==> config.mk <==
export PLATFORM = sky130hd
export DESIGN_NAME = iter_multdiv
export DESIGN_NICKNAME = d
export VERILOG_FILES = /design/src/rtl/iter_multdiv.sv
export SDC_FILE = /design/constraint.sdc
export NUM_CORES = 1
export LEC_CHECK = 0
export BUFFER_PORTS_ARGS = -buffer_cell sky130_fd_sc_hd__buf_2
export CORE_MARGIN = 2
export CORE_UTILIZATION = 50
export CTS_BUF_LIST = sky130_fd_sc_hd__clkbuf_8
export DETAILED_ROUTE_END_ITERATION = 8
export GPL_ROUTABILITY_DRIVEN = 0
export HOLD_SLACK_MARGIN = 0.02
export PLACE_DENSITY = 0.73
export SLEW_MARGIN = 5
export SYNTH_ARGS = -nofsm -noshare
export SYNTH_HDL_FRONTEND = slang
export SYNTH_SLANG_ARGS = --single-unit
==> constraint.sdc <==
create_clock -name clk -period 6.2 [get_ports clk]
set_clock_uncertainty 0.15 [all_clocks]
set_input_delay 0.93 -clock clk [delete_from_list [all_inputs] [get_ports clk]]
set_output_delay 0.93 -clock clk [all_outputs]
set_load 0.02 [all_outputs]
==> src/rtl/iter_multdiv.sv <==
// -----------------------------------------------------------------------------
// iter_multdiv
//
// Iterative signed multiply / divide unit feeding the execute-stage result
// register. One Booth (multiply) or restoring-division (divide) step is
// performed per clock. Every operation has the same latency of WIDTH+1 cycles
// from the accept edge to the edge that raises result_ready.
//
// Ports
//   clk          : clock, all state changes on the rising edge
//   reset        : synchronous, active-low
//   operand_a    : multiplicand / dividend (two's complement)
//   operand_b    : multiplier / divisor (two's complement)
//   start_mult   : one-cycle multiply request (wins over start_div)
//   start_div    : one-cycle divide request
//   result       : registered product (low WIDTH bits) or quotient
//   result_ready : one-cycle pulse, result/exception valid
//   exception    : multiply overflow, divide overflow or divide by zero
//   busy         : an operation is in flight; starts are ignored
// -----------------------------------------------------------------------------
module iter_multdiv #(
    parameter int WIDTH = 32
) (
    input  logic             clk,
    input  logic             reset,
    input  logic [WIDTH-1:0] operand_a,
    input  logic [WIDTH-1:0] operand_b,
    input  logic             start_mult,
    input  logic             start_div,
    output logic [WIDTH-1:0] result,
    output logic             result_ready,
    output logic             exception,
    output logic             busy
);

    localparam int CW = $clog2(WIDTH + 1);
    localparam logic [WIDTH-1:0] MOST_NEG = {1'b1, {(WIDTH-1){1'b0}}};
    localparam logic [WIDTH-1:0] ALL_ONES = {WIDTH{1'b1}};
    localparam logic [CW-1:0]    LAST_CNT = CW'(WIDTH - 1);

    typedef enum logic [1:0] {
        IDLE = 2'd0,
        MULT = 2'd1,
        DIV  = 2'd2,
        DONE = 2'd3
    } state_t;

    state_t state_reg, state_next;

    logic [CW-1:0]    count_reg;
    logic             op_div_reg;

    // Booth accumulator: {A[WIDTH-1:0], Q[WIDTH-1:0], q_minus_1}
    logic [2*WIDTH:0] acc_reg;
    logic [WIDTH-1:0] mcand_reg;

    // Restoring divider: quot_reg starts as the dividend magnitude; its top
    // bit is shifted into the partial remainder while quotient bits enter
    // from the bottom.
    logic [WIDTH:0]   rem_reg;
    logic [WIDTH-1:0] quot_reg;
    logic [WIDTH-1:0] divisor_reg;
    logic             neg_quot_reg;
    logic             div_zero_reg;
    logic             div_ovf_reg;

    logic [WIDTH-1:0] result_reg;
    logic             exception_reg;
    logic             ready_reg;

    // ---------------------------------------------------------------------
    // Combinational step logic
    // ---------------------------------------------------------------------
    logic             start_any;
    logic             last_step;
    logic [WIDTH-1:0] abs_a;
    logic [WIDTH-1:0] abs_b;

    logic [WIDTH:0]   booth_hi;
    logic [WIDTH:0]   booth_mcand;
    logic [WIDTH:0]   booth_sum;
    logic [2*WIDTH:0] booth_next;

    logic [WIDTH:0]   rem_shift;
    logic [WIDTH:0]   rem_diff;

    logic [WIDTH-1:0] prod_lo;
    logic             mult_ovf;
    logic [WIDTH-1:0] div_quot;

    assign start_any = start_mult | start_div;
    assign last_step = (count_reg == LAST_CNT);

    // Magnitudes are unsigned WIDTH-bit values, so the most negative operand
    // maps to 2^(WIDTH-1) without loss.
    assign abs_a = operand_a[WIDTH-1] ? (~operand_a + 1'b1) : operand_a;
    assign abs_b = operand_b[WIDTH-1] ? (~operand_b + 1'b1) : operand_b;

    // The add/subtract is done one bit wider than A so that a most-negative
    // multiplicand cannot overflow before the arithmetic shift.
    assign booth_hi    = {acc_reg[2*WIDTH], acc_reg[2*WIDTH:WIDTH+1]};
    assign booth_mcand = {mcand_reg[WIDTH-1], mcand_reg};

    always_comb begin
        booth_sum = booth_hi;
        case (acc_reg[1:0])
            2'b01:   booth_sum = booth_hi + booth_mcand;
            2'b10:   booth_sum = booth_hi - booth_mcand;
            default: booth_sum = booth_hi;
        endcase
    end

    // Arithmetic right shift of {sum, Q, q_-1}: q_-1 falls off the bottom.
    assign booth_next = {booth_sum, acc_reg[WIDTH:1]};

    assign rem_shift = {rem_reg[WIDTH-1:0], quot_reg[WIDTH-1]};
    assign rem_diff  = rem_shift - {1'b0, divisor_reg};

    // Final product sits in acc_reg[2*WIDTH:1]; it fits in WIDTH bits only if
    // the upper half is a pure sign extension of the lower half.
    assign prod_lo  = acc_reg[WIDTH:1];
    assign mult_ovf = (acc_reg[2*WIDTH:WIDTH+1] != {WIDTH{acc_reg[WIDTH]}});
    assign div_quot = neg_quot_reg ? (~quot_reg + 1'b1) : quot_reg;

    // ---------------------------------------------------------------------
    // FSM
    // ---------------------------------------------------------------------
    always_ff @(posedge clk) begin
        if (!reset) begin
            state_reg <= IDLE;
        end else begin
            state_reg <= state_next;
        end
    end

    always_comb begin
        state_next = state_reg;
        case (state_reg)
            IDLE: begin
                if (start_mult) begin
                    state_next = MULT;
                end else if (start_div) begin
                    state_next = DIV;
                end
            end
            MULT: begin
                if (last_step) begin
                    state_next = DONE;
                end
            end
            DIV: begin
                if (last_step) begin
                    state_next = DONE;
                end
            end
            DONE: begin
                state_next = IDLE;
            end
            default: begin
                state_next = IDLE;
            end
        endcase
    end

    // ---------------------------------------------------------------------
    // Datapath
    // ---------------------------------------------------------------------
    always_ff @(posedge clk) begin
        if (!reset) begin
            count_reg     <= '0;
            op_div_reg    <= 1'b0;
            acc_reg       <= '0;
            mcand_reg     <= '0;
            rem_reg       <= '0;
            quot_reg      <= '0;
            divisor_reg   <= '0;
            neg_quot_reg  <= 1'b0;
            div_zero_reg  <= 1'b0;
            div_ovf_reg   <= 1'b0;
            result_reg    <= '0;
            exception_reg <= 1'b0;
            ready_reg     <= 1'b0;
        end else begin
            ready_reg <= 1'b0;
            case (state_reg)
                IDLE: begin
                    if (start_any) begin
                        count_reg    <= '0;
                        op_div_reg   <= ~start_mult;
                        mcand_reg    <= operand_a;
                        acc_reg      <= {{WIDTH{1'b0}}, operand_b, 1'b0};
                        rem_reg      <= '0;
                        quot_reg     <= abs_a;
                        divisor_reg  <= abs_b;
                        neg_quot_reg <= operand_a[WIDTH-1] ^ operand_b[WIDTH-1];
                        div_zero_reg <= (operand_b == '0);
                        div_ovf_reg  <= (operand_a == MOST_NEG) &&
                                        (operand_b == ALL_ONES);
                    end
                end
                MULT: begin
                    acc_reg   <= booth_next;
                    count_reg <= count_reg + 1'b1;
                end
                DIV: begin
                    if (!rem_diff[WIDTH]) begin
                        rem_reg  <= rem_diff;
                        quot_reg <= {quot_reg[WIDTH-2:0], 1'b1};
                    end else begin
                        rem_reg  <= rem_shift;
                        quot_reg <= {quot_reg[WIDTH-2:0], 1'b0};
                    end
                    count_reg <= count_reg + 1'b1;
                end
                DONE: begin
                    ready_reg <= 1'b1;
                    if (!op_div_reg) begin
                        result_reg    <= prod_lo;
                        exception_reg <= mult_ovf;
                    end else if (div_zero_reg) begin
                        result_reg    <= '0;
                        exception_reg <= 1'b1;
                    end else if (div_ovf_reg) begin
                        result_reg    <= MOST_NEG;
                        exception_reg <= 1'b1;
                    end else begin
                        result_reg    <= div_quot;
                        exception_reg <= 1'b0;
                    end
                end
                default: begin
                    count_reg <= '0;
                end
            endcase
        end
    end

    assign result       = result_reg;
    assign exception    = exception_reg;
    assign result_ready = ready_reg;
    assign busy         = (state_reg != IDLE);

endmodule

==> flow_summary_export.csv <==
group,metric,value,unit
cts,hold_buffers,0,
drt,post_drt_via_cell_ratio,5.96,
synthesis,synth-simple-area-share,20.9,%
synthesis,yosysTopAreaCell,"dfxtp_1",
synthesis,synth_compound_area_share,26.1,%
finish,drive_gt1_share,9.50,%
timing,hold_viol_final,0,
worst_setup_path,setup.worst_path.start,"mcand_reg[2]",
drt,wl,46400,um
cts,cts_buffer_depth,3,
global_route,overflow,0,
timing,drv_slew,0,
cts,clock-root-buffer,"clkbuf_8",
worst_setup_path,r2r_cells,14,
power,p_seq_share,29.9,%
finish,area.sequential,4780,sq um
synthesis,syn_nets,2286,
synthesis,yosysSeqAreaShare,29.3,%
cts,post_cts_buffers,0,
timing,setup_violations,0,
global_route,grt_max_degree,84,
worst_setup_path,end_kind,"flip-flop",
cts,numCtsBuffers,45,
synthesis,synth_cell_types,73,
synthesis,synth_edf_count,0,
timing,fmax,202,MHz
global_route,track_usage,26.9,%
worst_hold_path,min-delay-start,"divisor_reg[22]",
die,die_w,185,um
die,placementRows,66,
synthesis,netlist_instances,2140,
worst_setup_path,timing.rr.end,"acc_reg[64]",
power,vdd_ir_drop_max,0.000210,V
drt,drcViolationCount,0,
synthesis,synth_mux_area_share,3.69,%
timing,period_minus_slack,4.95,ns
finish,nFillCells,3158,
global_route,antenna_found_initial,1,
synthesis,yosysTopAreaCellShare,29.3,%
drt,postRouteAntennaNets,0,
worst_setup_path,cp_max_fo,7,
worst_hold_path,hp-class,"flip-flop to flip-flop",
synthesis,synth_ff_type,"dfxtp_1",
power,p_per_area,431,nW/um^2
power,intPower,4.26,mW
finish,design_area,18000,sq um
outcome,status,"finished clean",
synthesis,synthAdderAreaFrac,6.07,%
power,clkPwrFrac,20.8,%
synthesis,ys_async_sr_fraction,0,%
synthesis,synth-xor-area-share,9.01,%
timing,fin_crit_sh,79.9,%
drt,drt_pre_antenna_iters,8,
worst_setup_path,worstPathArrival,5.25,ns
synthesis,synthTopCellsByArea,"dfxtp_1 (29%), nand2_1 (7.6%), ha_1 (5.8%)",
cts,clock_latency,0.63,ns
timing,fin_setup_tns,0,ns
finish,nets,2318,
synthesis,syn_area,16300,sq um
synthesis,ys_ff_latch,239,
finish,largest_reg_flops,65,
power,swShare,44.9,%
flow_run,maxCapViolCount,0,
placed_design,portBuffers,102,
worst_setup_path,crit_required,6.50,ns
worst_hold_path,hold_depth,2,
worst_setup_path,r2r-start,"mcand_reg[2]",
die,core_area,32400,sq um
worst_setup_path,r2r_setup_slack,1.25,ns
drt,vias,15800,
worst_setup_path,start_kind,"flip-flop",
placed_design,hpwlAfterDp,33000,um
timing,hold_ws,0.309,ns
die,die-height,185,um
cts,cts_sinks,239,
drt,drt_iter0_drc,1534,
worst_hold_path,holdPathEnd,"divisor_reg[22]",
cts,cts-resized-gates,0,
cts,clk_pin_slew_worst_paths,0.06,ns
power,switching_power,3.47,mW
die,start_util,50.4,%
synthesis,synth_top_family_by_area,"compound AO/OA/AOI/OAI gates",
drt,wl_per_cell,17.6,um
finish,syn2layout_area_growth,10.0,%
die,dieArea,34100,sq um
synthesis,ys_warn_count,0,
timing,slew_headroom,23.7,%
cts,cts.htree.levels,2,
die,pin_count,103,
timing,worst_slew_pin_slew,1.14,ns
synthesis,syn_area_per_cell,7.63,sq um
placed_design,place_area,17000,sq um
power,p_comb_share,49.3,%
global_route,grt_pass1_vias,14500,
cts,cts_tree,"built",
finish,multi_input_area,10800,sq um
worst_setup_path,worst-setup-path-type,"flip-flop to flip-flop",
timing,rsz0062_at_grt,"no",
global_route,grt_pass1_wl,74100,um
power,power_leakage,7.44,nW
power by group through the flow:
stage,registers (mW),clock network [mW],logic [mW]
floorplan,2.22,0,2.94
global placement,2.31,0,3.66
detailed placement,2.33,0,3.75
CTS,2.30,1.64,3.77
global route,2.37,1.71,4.23
finish,2.31,1.61,3.82
cell usage after synthesis (18+ instances only):
cell type	instances
inv_1	73
o211a_1	36
nor3_1	49
o31ai_1	33
nand4_1	30
xor2_1	102
a211oi_1	37
mux2i_1	59
nand3_1	39
nor2b_1	36
a21boi_0	40
a21o_1	30
o21ai_0	152
dfxtp_1	239
nor2_1	153
clkbuf_1	116
ha_1	76
xnor2_1	66
nand2_1	332
or3_1	18
a21oi_1	172
cell families after synthesis:
logic type,count (synthesis)
DFF,239
xor gates and xnor gates,168
muxes,60
and+or+nand+nor,744
buffers and inverters,207
AOI/OAI and AO/OA,644
adders and majority gates,78
layout make-up:
| cell class | instances | area share, % |
|---|---|---|
| diodes | 2 | 0.0279 |
| clock buffers | 58 | 4.45 |
| clock inverters | 16 | 0.676 |
| inverters | 73 | 1.53 |
| multi-input cells | 1694 | 60.0 |
| flip-flops and latches | 239 | 26.6 |
| well taps | 442 | 3.08 |
| repair buffers | 119 | 3.57 |
per-stage QoR:
step | setup slack (ns) | utilization [%] | instances | total power [mW]
floorplan | 2.12 | - | 2140 | 5.16
global placement | 1.55 | 52.6 | 2567 | 5.97
detailed placement | 1.42 | 52.6 | 2567 | 6.09
CTS | 1.33 | 55.5 | 2641 | 7.72
global route | 0.890 | 55.5 | 2641 | 8.31
finish | 1.25 | 55.5 | 2643 | 7.74
how the worst max path moves through the flow:
stage,to,slack [ns],cells past startpoint
detailed placement,acc_reg[64],1.42,14
finish,acc_reg[64],1.25,14
global placement,acc_reg[64],1.55,14
CTS,acc_reg[64],1.33,14
global route,acc_reg[64],0.89,14
floorplan,acc_reg[63],2.12,17
cell usage in the layout, fill, tap and decap left out, types with 11 or more instances in the layout:
| master | n |
|---|---|
| o41ai_1 | 12 |
| a21oi_1 | 171 |
| nor3_1 | 49 |
| inv_1 | 82 |
| or3_1 | 18 |
| nor4_1 | 17 |
| xnor2_1 | 66 |
| clkbuf_8 | 58 |
| xor2_1 | 102 |
| nor2_1 | 151 |
| o21a_1 | 13 |
| a21o_1 | 30 |
| nand2_1 | 332 |
| dfxtp_1 | 239 |
| o21ai_0 | 150 |
| ha_1 | 73 |
| nor2b_1 | 36 |
| nand4_1 | 30 |
| or4_1 | 12 |
| nand2b_1 | 13 |
| and3_1 | 13 |
| o211a_1 | 36 |
| buf_4 | 18 |
| nand3_1 | 39 |
| a211oi_1 | 37 |
| mux2i_1 | 59 |
| buf_2 | 101 |
| o211ai_1 | 12 |
| a21boi_0 | 40 |
| o31ai_1 | 33 |
| a222oi_1 | 11 |
| a31oi_1 | 17 |
layer usage:
layer  share of wire (%)  vias to the layer above  global-route usage (%)
met3                 6.9                      100                    4.31
met2                  45                      549                    43.7
li1                    -                     7737                       -
met4                 3.4                        2                    11.6
met1                  44                     7376                    35.4
met5               0.019                        -                       0
critical path, cell delays in order, from the launching register on:
cell and delay [ns]:
dfxtp_1 0.35, nor3_1 0.30, nor4b_1 0.82, nand2_1 0.21
nor4_1 0.69, a21oi_1 0.18, xnor2_1 0.17, ha_1 0.38
a21o_1 0.22, a21o_1 0.17, a21oi_1 0.29, o21ai_0 0.23
a21o_1 0.22, a221oi_1 0.28, a31oi_1 0.11
(Power assumes the default switching activity.)
